===== src/rtl/cdc_handshake_tx.sv =====
// cdc_handshake_tx
//   Source side of a 4-phase request/acknowledge handshake that carries one
//   DATA_W-bit word into another clock domain. The word is held stable on
//   xfer_data while xfer_req is raised. The destination acknowledge is
//   brought into clk through a 2-flop synchronizer. An optional timeout
//   abandons the request if the acknowledge never arrives.
//
// Parameters
//   DATA_W   width of the transferred word
//   TIMEOUT  clk cycles to wait for acknowledge (16-bit); 0 disables it
//
// Ports
//   clk             source-domain clock
//   rst_n           asynchronous active-low reset
//   src_valid       source offers src_data
//   src_data        word offered by the source
//   src_ready       block accepts a word this cycle
//   xfer_data       word presented to the destination domain
//   xfer_req        4-phase request to the destination domain
//   xfer_ack_async  destination acknowledge, not yet synchronized
//   done            one-cycle pulse when a handshake completes
//   timeout_err     one-cycle pulse when the acknowledge wait expires
//   busy            a transfer is in progress
//
// State    | meaning
// ---------+-----------------------------------------------------------
// IDLE     | waiting for src_valid; held off while a stale ack is high
// ASSERT   | xfer_req high, waiting for ack_s (or the timeout)
// RELEASE  | xfer_req low, waiting for ack_s to fall, then pulse done
module cdc_handshake_tx #(
    parameter int DATA_W  = 8,
    parameter int TIMEOUT = 1000
) (
    input  logic              clk,
    input  logic              rst_n,
    input  logic              src_valid,
    input  logic [DATA_W-1:0] src_data,
    output logic              src_ready,
    output logic [DATA_W-1:0] xfer_data,
    output logic              xfer_req,
    input  logic              xfer_ack_async,
    output logic              done,
    output logic              timeout_err,
    output logic              busy
);

    typedef enum logic [1:0] {
        IDLE    = 2'd0,
        ASSERT  = 2'd1,
        RELEASE = 2'd2
    } state_t;

    localparam bit          TO_EN    = (TIMEOUT != 0);
    // Counter starts at 0 on ASSERT entry, so the limit is reached after
    // TIMEOUT cycles of waiting.
    localparam logic [15:0] TO_LIMIT = 16'(TIMEOUT - 1);

    state_t              state, state_nxt;
    logic                ack_m, ack_s;
    logic [15:0]         cnt, cnt_nxt;
    logic [DATA_W-1:0]   data_nxt;
    logic                req_nxt;
    logic                done_nxt;
    logic                to_nxt;

    // Two-flop synchronizer; only ack_s is used downstream.
    always_ff @(posedge clk or negedge rst_n) begin
        if (!rst_n) begin
            ack_m <= 1'b0;
            ack_s <= 1'b0;
        end else begin
            ack_m <= xfer_ack_async;
            ack_s <= ack_m;
        end
    end

    always_ff @(posedge clk or negedge rst_n) begin
        if (!rst_n) begin
            state       <= IDLE;
            cnt         <= 16'd0;
            xfer_data   <= '0;
            xfer_req    <= 1'b0;
            done        <= 1'b0;
            timeout_err <= 1'b0;
        end else begin
            state       <= state_nxt;
            cnt         <= cnt_nxt;
            xfer_data   <= data_nxt;
            xfer_req    <= req_nxt;
            done        <= done_nxt;
            timeout_err <= to_nxt;
        end
    end

    always_comb begin
        state_nxt = state;
        cnt_nxt   = cnt;
        data_nxt  = xfer_data;
        req_nxt   = xfer_req;
        done_nxt  = 1'b0;
        to_nxt    = 1'b0;
        case (state)
            IDLE: begin
                // A stale acknowledge blocks acceptance so a new request
                // never overlaps the previous ack phase.
                if (src_valid && !ack_s) begin
                    data_nxt  = src_data;
                    req_nxt   = 1'b1;
                    cnt_nxt   = 16'd0;
                    state_nxt = ASSERT;
                end
            end
            ASSERT: begin
                // Acknowledge is checked first so it wins a same-cycle race
                // against the timeout limit.
                if (ack_s) begin
                    req_nxt   = 1'b0;
                    state_nxt = RELEASE;
                end else if (TO_EN && (cnt == TO_LIMIT)) begin
                    req_nxt   = 1'b0;
                    to_nxt    = 1'b1;
                    state_nxt = RELEASE;
                end else begin
                    cnt_nxt = cnt + 16'd1;
                end
            end
            RELEASE: begin
                req_nxt = 1'b0;
                if (!ack_s) begin
                    done_nxt  = 1'b1;
                    state_nxt = IDLE;
                end
            end
            default: begin
                req_nxt   = 1'b0;
                state_nxt = IDLE;
            end
        endcase
    end

    assign src_ready = (state == IDLE) && !ack_s;
    assign busy      = (state != IDLE);

endmodule


===== config.mk =====
export PLATFORM = sky130hd
export DESIGN_NAME = cdc_handshake_tx
export DESIGN_NICKNAME = d
export VERILOG_FILES = /design/src/rtl/cdc_handshake_tx.sv
export SDC_FILE = /design/constraint.sdc
export NUM_CORES = 1
export LEC_CHECK = 0
export ABC_AREA = 1
export CORE_ASPECT_RATIO = 0.5
export CORE_MARGIN = 5
export CORE_UTILIZATION = 50
export CTS_BUF_LIST = sky130_fd_sc_hd__clkbuf_16
export DETAILED_ROUTE_END_ITERATION = 7
export PLACE_DENSITY = 0.74
export SYNTH_ARGS = -nofsm -noshare
export SYNTH_HDL_FRONTEND = slang
export SYNTH_SLANG_ARGS = --single-unit

===== constraint.sdc =====
create_clock -name clk -period 1.6 [get_ports clk]
set_input_delay 0.24 -clock clk [delete_from_list [all_inputs] [get_ports clk]]
set_output_delay 0.24 -clock clk [all_outputs]
set_load 0.005 [all_outputs]

[Word level (Yosys, flattened, before mapping)]
Index checks and enable logic that the tools add are counted.
Storage, ports and cells
  memories: 0
  register bits after elaboration: 31
  output and inout port bits: 13
  latch bits: 0
  memory bits (writable): 0
  logic and storage cells: 45
  memory bits (read-only): 0
  bits of input ports: 12
Cells by class
  muxes and demuxes: 18
  add/subtract/negate cells: 1
  $lt $le $gt $ge: 0
  bitwise gates (word level): 0
  eq/ne operators: 8
  multiply operators: 0
  reduce and logical (&&, ||, !) cells: 10
  div/mod/pow operators: 0
  shift operators: 0
Operators with widths (count)
  16-bit two-way mux: 3
  16-bit case mux with 2 select lines: 1
  16-bit by 1-bit adder with 16-bit output, second input constant: 1
  16-bit by 10-bit equality test with 1-bit output, second input constant: 1
  1-bit two-way mux: 8
  2-bit two-way mux: 4
  2-bit inequality test, second input constant: 4
  2-bit case mux with 3 select lines: 1
  2-bit AND reduction: 2
  4-bit AND reduction: 1
  2-bit nonzero test: 2
  3-bit inequality test, second input constant: 1
  3-bit AND reduction: 1
  2-bit by 1-bit equality test with 1-bit output, second input constant: 1
  2-bit equality test, second input constant: 1
  1-bit logical AND: 2
  2-bit zero test: 1
  1-bit case mux with 2 select lines: 1
  1-bit zero test: 1

[Depth between registers and ports, before layout]
  word-level depth: 4
  gate-level depth with buffers: 10
  depth with buffers taken out: 10

[Worst setup path after synthesis]
Ideal clock, no wire load.
  path type: register to register
  start point: register cnt[0]
  end point: register cnt[3]
  library setup time: 0.074 ns
  data arrival time: 1.374 ns
  period minus slack after synthesis: 1.447 ns
  data required time: 1.526 ns
  path slack: 0.153 ns
  path buffers: 1
  cell stages (with the launch flop): 11
  cells stage by stage: dfrtp_1 -> ha_1 -> nand2_1 -> inv_1 -> nand2_2 -> nor2_4 -> nand3_2 -> nand2_4 -> buf_6 -> nand2_1 -> o21ai_2
On the way
  word-level cells in the longest chain between the ends: 4
  elaborated cells on any way between the ends: 7
  classes of those cells: add/sub: 1; eq/ne: 2; mux: 3; reduce/logical: 1
RTL lines
  from (decl): RTL line 60  | logic [15:0] cnt, cnt_nxt;
  from (signal assigned): RTL line 87  | cnt <= cnt_nxt;
  16-bit by 1-bit adder with 16-bit output: RTL line 124  | cnt_nxt = cnt + 16'd1;
  16-bit two-way mux: RTL line 119  | end else if (TO_EN && (cnt == TO_LIMIT)) begin
  16-bit two-way mux: RTL line 116  | if (ack_s) begin
  16-bit case mux with 2 select lines: RTL line 102  | case (state)
Parallel ways exist; a longest one is shown, timed or not. The select of a mux whose other input is x is not followed.
A chain may end at the register's enable or synchronous reset.

[Worst setup path in the final report]
  start point: register state[0]
  end point: output port src_ready
On the way
  word-level cells in the longest chain between the ends: 2
RTL lines
  from (decl): RTL line 58  | state_t state, state_nxt;
  from (signal assigned): RTL line 86  | state <= state_nxt;
  2-bit zero test: RTL line 141  | assign src_ready = (state == IDLE) && !ack_s;
  1-bit logical AND: RTL line 141
  to (decl): RTL line 38  | output logic src_ready,
Every way passes these cells.

==> metrics.txt <==
Post-Syn Area 0.00172 mm2; xor/xnor cell area share of the yosys netlist 2.54%; Worst Path Max Fanout 5; ys async rst share 100%; Reg2Reg Depth 10; gpl congestion 0.892; Final setup viols 0; initial antenna violation count 0; DR vias/cell 5.01; EDFF count, synth 0; CP Data Required Time 1.36 ns; die width 93.0 um; vias in the first global route 1489; detailed placement HPWL 2.63 mm; die area 0.00479 mm2; drt drc 0; Met2 Wirelength 1.80 mm; Avg WL per Cell 12.7 um; Final Worst Setup Slack 0.128 ns; Avg Cell Area, Syn 7.80 um2; Synth Net Count 234; count leader, synth nand2_1; crit-path cells nor2_2 -> inv_2 -> nor2_8 -> dlygate4sd2_1; DP Cell Count 291; CORE AREA 0.00338 mm2; top cell type's share of synthesized area 45.0%; CTS tree built; Compound-Gate Fraction of Synth Area 5.15%; Clock Tree Root clkbuf_16; pwr dens 1310 mW/mm2; most common library cells after synthesis nand2_1, dfrtp_1, nand3_1; layout cells sized above 1 18.9%; Synth Instances 221; first-pass GRT wire length 6.77 mm; mux cell area share after synthesis 0%; H-tree Lvls 2; Leak 1.06 nW; Main synth FF type dfrtp_1; unrepaired setup endpoints after global routing yes; aggregate global routing overflow 0; f_max 680 MHz; largest net degree at the start of global routing 32; Hold Path End ack_s; wl on met1 1.77 mm; largest family of logic cells by synthesized area simple AND/OR/NAND/NOR gates; yosys warns 0; highest routed layer met4; Yosys cell types 27; hold_ws 0.347 ns; crit path DAT 1.23 ns; synthesized flop and latch total 31; Clock transition at path regs 0.06 ns; max_cap viols 0; GRT Total Usage 18.4%; sequential area share after synthesis 45.0%; First DRT Iteration DRCs 81; fin crit share 92.0%; Layout Cells excl Fill 301; # rows 15; First-pass DRT Iterations 4; Post-Route Skew 0.00773 ns; Hold Path Origin ack_m; final WL 3.82 mm; Synth area leaders dfrtp_1, nand2_1, nand3_1; detailed route wirelength on metal3 198 um; HP Class flip-flop to flip-flop; worst slack at placement 0.0826 ns; Max-Slew Margin vs Limit 72.7%; Worst Tran Pin Value 0.410 ns; Reg-to-Reg Start cnt[1]; leading area contributor after synthesis dfrtp_1; clock sink count 31; latest clock arrival within the worst-skew pair 0.28 ns; FF-to-FF End cnt[7]; Ant. Diodes 0; Final Util 65.8%; Worst path max stage delay 0.38 ns; Die Y 51.5 um; hold path cells 0; crit path kind flip-flop to output pin; hold violation count in the final report 0; Clock Tree Buf Depth 2; post-route ant nets 0; Vias 1509; Port Buffers 24; Nets 271; Area Overhead vs Synth 29.0%; result of the run finished clean; Num CTS Buffers 5; DP Area 0.00205 mm2; Pins Over Slew Limit 0; adder-cell share of the synthesized area 0.726%; CP max-delay cell dfrtp_1; I/O pins 25; fin crit period 1.47 ns; post-synthesis simple-gate area fraction 41.0%; initial core utilization 51.0%; Worst setup EP type output pin; Peak VDD IR 1.23 mV; CP Launch Type flip-flop; Final Instance Area 0.00222 mm2; Reg2Reg Setup Slack 0.13 ns
## flip-flops by register name (all words and copies together) (netlist names)
name	flops
timeout_err	1
xfer_data	8
cnt	16
done	1
ack_m	1
xfer_req	1
ack_s	1
state	2
## layout make-up
type                            count  area [um2]
Sequential cell                    31         776
Inverter                           18        68.8
Fill cell                         279        1150
Timing Repair Buffer               33         322
Clock inverter                      3        16.3
Multi-Input combinational cell    169         863
Clock buffer                        5         125
Tap cell                           42        52.6
## layer usage
metal,up-vias,GRT usage (%)
met5,-,0
met4,0,5.11
met3,7,5.78
met2,25,31.8
met1,705,22.5
li1,772,-
## through the flow
| step | setup TNS [ns] | power [mW] |
|---|---|---|
| after global placement | 0 | 1.96 |
| after global routing | -0.0290 | 3.07 |
| after detailed placement | 0 | 1.98 |
| after CTS | 0 | 2.92 |
| final | 0 | 2.91 |
| after floorplan | 0 | 1.50 |
## worst max path at each step
stage                            to  cells past startpoint  startpoint  slack [ns]
after floorplan              cnt[3]                     10      cnt[0]        0.15
after global placement       cnt[9]                      9      cnt[1]        0.10
after detailed placement     cnt[9]                      9      cnt[1]        0.08
after CTS                      busy                      3    state[0]        0.02
after global routing        cnt[10]                      6      cnt[1]       -0.02
final                     src_ready                      4    state[0]        0.13
## cell usage in the layout, fill, tap and decap left out
master,netlist,final
nand2_2,6,7
xnor2_1,1,1
nand3_2,1,1
nand4_1,2,2
nor3_1,2,2
o21ai_2,6,6
nand3b_1,1,1
nor2_8,1,1
clkdlybuf4s50_1,0,22
o21ai_0,3,3
o21ai_1,1,1
nor3_4,0,1
nor2_2,1,1
inv_1,12,12
buf_12,0,1
clkinvlp_4,0,1
nand2_4,2,2
a21oi_4,1,1
or2_2,1,1
clkinv_2,1,2
nand2_1,83,82
nand3_1,25,25
buf_4,0,8
nor2_4,4,4
clkbuf_16,0,5
nor2_1,22,22
dfrtp_1,31,31
ha_2,0,1
inv_2,5,6
dlygate4sd2_1,0,1
dlymetal6s2s_1,0,1
xor2_1,4,4
## power by group
part,internal [mW],total (mW),switching (mW)
logic,0.477,0.944,0.466
clock network,0.567,0.908,0.342
registers,0.947,1.05,0.107
total,1.99,2.91,0.915
## worst max-delay path, delay by kind of cell, from the launching register on
| family | cells | cell delay (ns) |
|---|---|---|
| buffers and inverters | 2 | 0.32 |
| DFF | 1 | 0.38 |
| and+or+nand+nor | 2 | 0.25 |
## logic make-up after synthesis
kind of cell	Yosys count
adders and majority gates	1
xor gates and xnor gates	5
buffers and inverters	21
DFF	31
and+or+nand+nor	152
AOI/OAI and AO/OA	11
## timing repair
item / in CTS / in global routing
endpoints found under the setup margin: 2 / 18
gates resized for setup: 1 / 5
setup buffers: 2 / 0
pin swaps: 0 / 1
hold buffers: 0 / 0
Note: power is estimated with default switching activity, not from simulation.
